[src/rtl/pipe_stage_reg.sv]
// Two-entry skid-buffer pipeline register with registered in_ready, flush and bubble counting.
// The main entry drives the outputs. The skid entry absorbs one instruction that arrives while downstream stalls.
module pipe_stage_reg #(
    parameter int unsigned DATA_W = 96,
    parameter int unsigned CTRL_W = 16,
    parameter int unsigned CNT_W  = 16
) (
    input  logic              clk,
    input  logic              rst,
    input  logic              flush,
    input  logic              in_valid,
    output logic              in_ready,
    input  logic [DATA_W-1:0] in_data,
    input  logic [CTRL_W-1:0] in_ctrl,
    output logic              out_valid,
    input  logic              out_ready,
    output logic [DATA_W-1:0] out_data,
    output logic [CTRL_W-1:0] out_ctrl,
    output logic [CNT_W-1:0]  bubble_cnt
);

    typedef enum logic [1:0] {
        S_EMPTY = 2'd0,
        S_ONE   = 2'd1,
        S_TWO   = 2'd2
    } state_t;

    state_t state;
    state_t state_nxt;

    logic in_xfer;
    logic out_xfer;
    logic in_ready_nxt;
    logic out_valid_nxt;
    logic load_main;
    logic load_skid;
    logic move_skid;
    logic clear_main;

    logic [DATA_W-1:0] skid_data;
    logic [CTRL_W-1:0] skid_ctrl;

    assign in_xfer  = in_valid & in_ready;
    assign out_xfer = out_valid & out_ready;

    // State register; handshake outputs are flopped alongside the state
    always_ff @(posedge clk or posedge rst) begin
        if (rst) begin
            state     <= S_EMPTY;
            in_ready  <= 1'b1;
            out_valid <= 1'b0;
        end else begin
            state     <= state_nxt;
            in_ready  <= in_ready_nxt;
            out_valid <= out_valid_nxt;
        end
    end

    // Next-state logic; flush overrides every transfer
    always_comb begin
        state_nxt = state;
        if (flush) begin
            state_nxt = S_EMPTY;
        end else begin
            case (state)
                S_EMPTY: if (in_xfer) state_nxt = S_ONE;
                S_ONE: begin
                    if (in_xfer && !out_xfer)      state_nxt = S_TWO;
                    else if (!in_xfer && out_xfer) state_nxt = S_EMPTY;
                end
                S_TWO:   if (out_xfer) state_nxt = S_ONE;
                default: state_nxt = S_EMPTY;
            endcase
        end
    end

    // Output logic: next handshake values and datapath load enables
    always_comb begin
        in_ready_nxt  = (state_nxt != S_TWO);
        out_valid_nxt = (state_nxt != S_EMPTY);
        load_main     = 1'b0;
        load_skid     = 1'b0;
        move_skid     = 1'b0;
        clear_main    = 1'b0;
        if (flush) begin
            clear_main = 1'b1;
        end else begin
            case (state)
                S_EMPTY: load_main = in_xfer;
                S_ONE: begin
                    load_main  = in_xfer & out_xfer;
                    load_skid  = in_xfer & ~out_xfer;
                    clear_main = out_xfer & ~in_xfer;
                end
                S_TWO:   move_skid = out_xfer;
                default: clear_main = 1'b1;
            endcase
        end
    end

    // Main and skid entries; ctrl is zeroed whenever the main entry goes empty
    always_ff @(posedge clk or posedge rst) begin
        if (rst) begin
            out_data  <= '0;
            out_ctrl  <= '0;
            skid_data <= '0;
            skid_ctrl <= '0;
        end else begin
            if (clear_main) begin
                out_ctrl <= '0;
            end else if (load_main) begin
                out_data <= in_data;
                out_ctrl <= in_ctrl;
            end else if (move_skid) begin
                out_data <= skid_data;
                out_ctrl <= skid_ctrl;
            end
            if (flush) begin
                skid_ctrl <= '0;
            end else if (load_skid) begin
                skid_data <= in_data;
                skid_ctrl <= in_ctrl;
            end
        end
    end

    // Saturating count of cycles where downstream was ready but got a bubble
    always_ff @(posedge clk or posedge rst) begin
        if (rst) begin
            bubble_cnt <= '0;
        end else if (!out_valid && out_ready && (bubble_cnt != {CNT_W{1'b1}})) begin
            bubble_cnt <= bubble_cnt + CNT_W'(1);
        end
    end

endmodule

[config.mk]
export PLATFORM = sky130hd
export DESIGN_NAME = pipe_stage_reg
export DESIGN_NICKNAME = d
export VERILOG_FILES = /design/src/rtl/pipe_stage_reg.sv
export SDC_FILE = /design/constraint.sdc
export NUM_CORES = 1
export LEC_CHECK = 0
export ABC_AREA = 0
export CAP_MARGIN = 20
export CORE_ASPECT_RATIO = 1.75
export CORE_MARGIN = 2
export CORE_UTILIZATION = 40
export CTS_CLUSTER_DIAMETER = 150
export DETAILED_ROUTE_END_ITERATION = 16
export DONT_BUFFER_PORTS = 1
export HOLD_SLACK_MARGIN = 0.12
export PLACE_DENSITY = 0.56
export SETUP_SLACK_MARGIN = 0.2
export SLEW_MARGIN = 20
export SYNTH_ARGS = -nofsm -noshare
export SYNTH_HDL_FRONTEND = slang
export SYNTH_SLANG_ARGS = --single-unit
[constraint.sdc]
create_clock -name clk -period 10.5 [get_ports clk]
set_input_delay 2.1 -clock clk [delete_from_list [all_inputs] [get_ports clk]]
set_output_delay 2.1 -clock clk [all_outputs]
set_load 0.1 [all_outputs]
# After elaboration in Yosys (flattened, before gate mapping)
# Cells that the tools add are included.
[totals] elab_cells=58 out_inout_bits=130 reg_bits=244
[op_classes] mux=21 bitwise_logic=9 reduce_logical=15 n_addsub=1 eq_ne=4
[ops] operator="96-bit two-way mux" n=2
[ops] operator="16-bit two-way mux" n=5
[ops] operator="16-bit by 1-bit adder with 16-bit output, second input constant" n=1
[ops] operator="16-bit != test, second input constant" n=1
[ops] operator="2-bit two-way mux" n=5
[ops] operator="1-bit two-way mux" n=6
[ops] operator="2-bit one-hot mux with 3 select lines" n=1
[ops] operator="2-bit nonzero test" n=3
[ops] operator="1-bit bitwise AND" n=5
[ops] operator="1-bit logical AND" n=4
[ops] operator="1-bit NOT" n=4
[ops] operator="1-bit one-hot mux with 2 select lines" n=2
[ops] operator="2-bit AND reduction" n=2
[ops] operator="1-bit logical NOT" n=3
[ops] operator="3-bit nonzero test" n=1
[ops] operator="2-bit by 1-bit == test with 1-bit output, second input constant" n=1
[ops] operator="2-bit == test, second input constant" n=1
[ops] operator="2-bit logical NOT" n=1
[ops] operator="2-bit != test, second input constant" n=1
[ops] operator="2-bit OR reduction" n=1

# Logic depth before layout (Yosys ltp)
# Gate-level depths: netlist of run 1.
[depth] word_depth=8 mapped_depth=8 mapped_depth_nobuf=5

# Least setup slack after synthesis of run 1
# No wires, ideal clock.
[synth_path] path_kind="input to register" startpoint="input port flush" endpoint="register out_data[10]" arrival_ps=3676 stages=7 setup_ps=125 setup_slack_ps=6699 cell_sequence="clkbuf_1 > or4_1 > clkbuf_1 > buf_6 > buf_6 > mux2_4 > mux2_2"
[synth_via] elab_chain_cells=3 elab_cells_between_ends=7 cone_classes="mux: 4; bitwise: 1; reduce/logical: 2"
[synth_rtl] element="start: declaration" line_no="10" rtl="input logic flush,"
[synth_rtl] element="1-bit two-way mux" line_no="85" rtl="if (flush) begin"
[synth_rtl] element="2-bit nonzero test (no line) or 1-bit NOT (tied branches)"
[synth_rtl] element="2-bit AND reduction (no line)"
[synth_rtl] element="end signal: assignment" line_no="112" rtl="out_data <= in_data;"
[synth_rtl] element="end signal: assignment" line_no="115" rtl="out_data <= skid_data;"
[synth_rtl] element="end: declaration" line_no="17" rtl="output logic [DATA_W-1:0] out_data,"
# Parallel ways exist; a longest one is shown, timed or not.
# A chain may end at the register's enable or synchronous reset.

# Worst setup path after layout of run 1
[layout_path] startpoint="input port out_ready" endpoint="register skid_data[80]"
[layout_via] elab_chain_cells=6
[layout_rtl] element="start: declaration" line_no="16" rtl="input logic out_ready,"
[layout_rtl] element="1-bit bitwise AND" line_no="44" rtl="assign out_xfer = out_valid & out_ready;"
[layout_rtl] element="1-bit NOT" line_no="92" rtl="load_skid = in_xfer & ~out_xfer;"
[layout_rtl] element="1-bit bitwise AND" line_no="92"
[layout_rtl] element="1-bit two-way mux" line_no="88" rtl="case (state)"
[layout_rtl] element="1-bit two-way mux" line_no="85"
[layout_rtl] element="2-bit AND reduction (no line)"
[layout_rtl] element="end signal: assignment" line_no="121" rtl="skid_data <= in_data;"
[layout_rtl] element="end: declaration" line_no="40" rtl="logic [DATA_W-1:0] skid_data;"
# Every way passes these cells.

==> results of run 1 <==
## per-layer routing
| layer | wire length (µm) | track usage [%] | share of wire (%) |
|---|---|---|---|
| met1 | 7930 | 16.9 | 35 |
| met2 | 12100 | 28.5 | 53 |
| met3 | 1980 | 5.04 | 8.7 |
| met4 | 670 | 5.61 | 3.0 |
| met5 | 0 | 0 | 0 |
## placed cells by master (no fill, tap or decap), types with 11 or more instances in the layout
cell type  Yosys  routed
mux2_2       227     227
dfrtp_1      243     243
nand2_1       40      40
xor2_1        11      11
a21oi_1       18      17
mux2_4        63      63
clkbuf_16      0      23
o2bb2ai_1     16      16
mux2i_1       16      16
## worst min path at each step
stage	start	end	slack, ns	depth (start not counted)
4_1_cts	skid_data[95]	skid_data[95]	0.51	1
3_5_place_dp	skid_data[95]	skid_data[95]	0.49	1
5_1_grt	skid_data[95]	skid_data[95]	0.51	1
3_3_place_gp	skid_data[79]	skid_data[79]	0.48	1
6_report	skid_data[93]	skid_data[93]	0.50	1
2_1_floorplan	skid_data[63]	skid_data[63]	0.47	1
## cell type report
type | instances | area (µm²) | share of cell area [%]
clock inverters | 6 | 88.8 | 0.750
well taps | 324 | 405 | 3.42
inverters | 3 | 18.8 | 0.158
clock buffers | 34 | 657 | 5.54
multi-input cells | 443 | 4520 | 38.1
flip-flops and latches | 244 | 6110 | 51.5
repair buffers | 7 | 56.3 | 0.475
## logic make-up (layout without fill, tap and decap cells)
logic type,Yosys count,in the layout
XOR/XNOR,15,15
adder cells (fa/ha/maj),1,1
multiplexers,306,306
flip-flops,244,244
buffers and inverters,45,50
AO/OA/AOI/OAI,44,44
AND/OR/NAND/NOR,77,77
## sequential cells by signal, summed over array words and instances (netlist names)
register	count
bubble_cnt	16
in_ready	1
out_ctrl	16
out_data	96
out_valid	1
skid_ctrl	16
skid_data	96
state	2
## through the flow
| stage | hold slack (ns) | instance area (µm²) | worst slack [ns] | cells | util (%) |
|---|---|---|---|---|---|
| CTS | 0.506 | 11800 | 6.19 | 1061 | 44.4 |
| floorplan | 0.475 | 10900 | 1.70 | 732 | - |
| detailed placement | 0.492 | 11100 | 5.63 | 1021 | 41.6 |
| global route | 0.512 | 11800 | 6.20 | 1061 | 44.4 |
| finish | 0.502 | 11800 | 6.43 | 1061 | 44.4 |
| global placement | 0.484 | 11100 | 5.71 | 1021 | 41.6 |
==> flow_summary.toml, run 1 <==
[status]
outcome = "completed"

[flow_run]
max_cap_viol_count = 0

[setup_path]
cp.arrival_ns = 4.46
critPathCapture = "skid_data[80]"
rr_endpoint = "skid_data[80]"
slowest_stage = "buf_6"
rr_worst_depth = 5
r2r_slack_ns = 6.98
cp_slowest_stage_delay_ns = 0.62
critPathMaxFanout = 83
startpoint_type = "primary input"
critPathKind = "primary input to register"
worstSetupStartpoint = "out_ready"
cp_data_required_time_ns = 10.89
cp.depth = 5
endpoint_kind = "register"
crit_chain = "a21boi_2 > nand2_1 > nor2_4 > buf_6 > mux2_2"
critPathTopFamily = "simple AND/OR/NAND/NOR gates"
critPathBufInv = 1
r2r-start = "out_valid"

[floorplanning]
die_h_um = 222
die_w_um = 129
core.rowCount = 79
start_util_pct = 40.7
core_um2 = 26700
fp.dieArea_um2 = 28500
io-pin-count = 247

[cts]
cts.sinks = 244
clock_latency_ns = 0.52
cts-hold-fix-buffers = 0
cts_buffers = 23
cts_tree = "built"
cts.clk_slew.worst_paths_ns = 0.06
clock-root-buffer = "clkbuf_16"
cts_max_level = 1
post_cts_buffers = 0
cts_buffer_depth = 3
cts_resized = 0

[synthesis]
ys_seq_area_share_pct = 56.3
synth_simple_gate_area_share_pct = 3.45
async_flop_share_pct = 100
yosys_register_bits = 244
syn_area_per_cell_um2 = 14.8
ys_top_cells_by_area = "dfrtp_1 (56%), mux2_2 (24%), mux2_4 (8.7%), mux2i_1 (1.5%), nand2_1 (1.4%)"
yosysTopAreaCellShare_pct = 56.0
synthMuxAreaShare_pct = 33.7
synth_flop_cell = "dfrtp_1"
yosys_warnings = 0
yosysTopAreaCell = "dfrtp_1"
synth_xor_area_share_pct = 1.21
synth_cell_types = 42
synth-edff-count = 0
synth-adder-area-share_pct = 0.115
synth_compound_area_share_pct = 2.86
syn_area_um2 = 10900
synth_top_family_by_area = "multiplexers"
syn-num-nets = 850
synth.most_common_cell = "dfrtp_1"
synthTopCellsByCount = "dfrtp_1 (243), mux2_2 (227), mux2_4 (63)"
syn-instance-count = 732

[drt]
vias_per_cell = 5.51
final_antenna_net_count = 0
drt_pre_antenna_iters = 4
dr.first_iter.drc_count = 178
drc = 0
wl_per_cell_um = 21.4
finalWirelength_um = 22700
vias = 5841

[layout]
diodes = 0
nNetsFinal = 840
nFillCells = 2418
drive_gt1_share_pct = 46.0
area_growth_pct = 9.18

[sta]
timing.slew.headroom_pct = 26.8
worstMarginPinSlew_ns = 1.10
fmax_mhz = 245
finalSetupTns_ns = 0
period_minus_slack_ns = 4.07
hold_viol_final = 0
fin_skew_ns = 0.0171
setup_violations = 0
final.period_utilization_pct = 38.8
rsz0062_at_grt = "false"
slew_violations = 0

[grt]
grt_max_degree = 96
overflow = 0
track_usage_pct = 15.7
grt_pass1_wl_um = 35700
antenna_found_initial = 0
grt_pass1_vias = 6366

[min_path]
hp-class = "register to register"

[place]
io_buffer_count = 0
place_congestion = 0.757
hpwl_um = 15600
Power of run 1 is left out: the tool's default activity adds up to more than one toggle a clock period on the data nets, which glitch-free logic cannot reach.
==> inputs of run 2 (changes only) <==
==> constraint.sdc (replaced) <==
create_clock -name clk -period 4.15 [get_ports clk]
set_input_delay 0.83 -clock clk [delete_from_list [all_inputs] [get_ports clk]]
set_output_delay 0.83 -clock clk [all_outputs]
set_load 0.1 [all_outputs]
==> flow_summary.toml, run 2 (synthesis results as in run 1) <==
[status]
outcome = "completed"

[cts]
clock-root-buffer = "clkbuf_16"
cts_buffers = 24
cts.clk_slew.worst_paths_ns = 0.06
cts_buffer_depth = 3
cts_max_level = 1
cts_tree = "built"
cts.sinks = 244
cts-hold-fix-buffers = 0
post_cts_buffers = 0
clock_latency_ns = 0.52
cts_resized = 0

[layout]
diodes = 0
nFillCells = 2394
stdcell_count = 1081
drive_gt1_share_pct = 47.6
final_common_cell = "dfrtp_1"
area_growth_pct = 11.6
mostFrequentLayoutCells = "dfrtp_1 (243), mux2_2 (227), mux2_4 (63)"
nNetsFinal = 858
reg.largest.list = "out_data (96), skid_data (96)"

[sta]
fin_skew_ns = 0.0102
fmax_mhz = 319
setup_violations = 0
slew_violations = 0
finalSetupTns_ns = 0
worstMarginPinSlew_ns = 1.08
rsz0062_at_grt = "false"
hold_viol_final = 0
final.period_utilization_pct = 75.5
timing.slew.headroom_pct = 28.1
fin_hold_ws_ns = 0.151
period_minus_slack_ns = 3.13

[grt]
antenna_found_initial = 0
track_usage_pct = 16.2
grt_max_degree = 80
grt_pass1_vias = 6594
overflow = 0
grt_pass1_wl_um = 36900

[drt]
drt_pre_antenna_iters = 4
final_antenna_net_count = 0
wl_per_cell_um = 21.3
finalWirelength_um = 23100
vias_per_cell = 5.50
dr.first_iter.drc_count = 175
vias = 5943
drc = 0

[setup_path]
cp_data_required_time_ns = 4.54
critPathMaxFanout = 73
critPathMostFrequentCell = "mux2_2"
cp_slowest_stage_delay_ns = 0.87
startpoint_type = "register"
endpoint_kind = "register"
critPathKind = "register to register"
slowest_stage = "dfstp_2"
critPathTopFamily = "simple AND/OR/NAND/NOR gates"
cp.arrival_ns = 3.52
critPathBufInv = 1
crit_chain = "nand2_1 > or4_4 > buf_12 > mux2_2 > mux2_2"

[floorplanning]
die_h_um = 222
core_um2 = 26700
die_w_um = 129
io-pin-count = 247
core.rowCount = 79
fp.dieArea_um2 = 28500
start_util_pct = 40.7

[place]
io_buffer_count = 0
place_congestion = 0.744
place_inst = 1037
hpwl_um = 16000

[min_path]
hp-class = "primary input to asynchronous set/reset pin"

[flow_run]
max_cap_viol_count = 0
-- run 2: cell types whose count changed in the layout (fill, tap and decap cells not counted), sizes merged --
cell    before  now
buf          7   24
clkbuf      34   38
clkinv       1    2
inv          4    2
-- run 2: worst register-to-register path: stages, from the launching register on --
cell	delay (ns)
dfstp_2	0.87
nand2_1	0.21
or4_4	0.86
buf_12	0.39
mux2_2	0.41
mux2_2	0.27
-- run 2: stage by stage --
stage	setup WS, ns	cell area (µm²)	utilization, %
2_1_floorplan	0.117	10900	-
3_3_place_gp	1.07	11300	42.2
3_5_place_dp	1.04	11300	42.2
4_1_cts	1.03	12100	45.3
5_1_grt	0.928	12100	45.4
6_report	1.02	12100	45.4
-- run 2: final timing paths --
| path | start | to | slack, ns | depth (start not counted) |
|---|---|---|---|---|
| max in group asynchronous | rst | skid_data[69] | 2.98 | 3 |
| worst max register to register | in_ready | out_data[82] | 1.02 | 5 |
| worst min-delay path | rst | out_ctrl[13] | 0.15 | 1 |
| worst min register to register | skid_data[95] | skid_data[95] | 0.50 | 1 |
| min in group clk | flush | state[0] | 0.37 | 1 |
| worst max-delay path | in_ready | out_data[82] | 1.02 | 5 |
-- run 2: cell type report --
type | count | area (µm²) | share of cell area [%]
Inverter | 3 | 15.0 | 0.124
Timing Repair Buffer | 24 | 243 | 2.00
Sequential cell | 244 | 6110 | 50.4
Clock inverter | 5 | 77.6 | 0.641
Clock buffer | 38 | 744 | 6.15
Tap cell | 324 | 405 | 3.35
Multi-Input combinational cell | 443 | 4520 | 37.3
-- run 2: metal layers --
metal,GRT usage (%),vias to the layer above,part of all wire [%]
met5,0,-,0
met4,7.08,0,4.1
met3,5.33,49,9.3
met2,29.0,207,53
met1,16.9,3048,33
li1,-,2639,-
Power of run 2 is left out for the same reason.
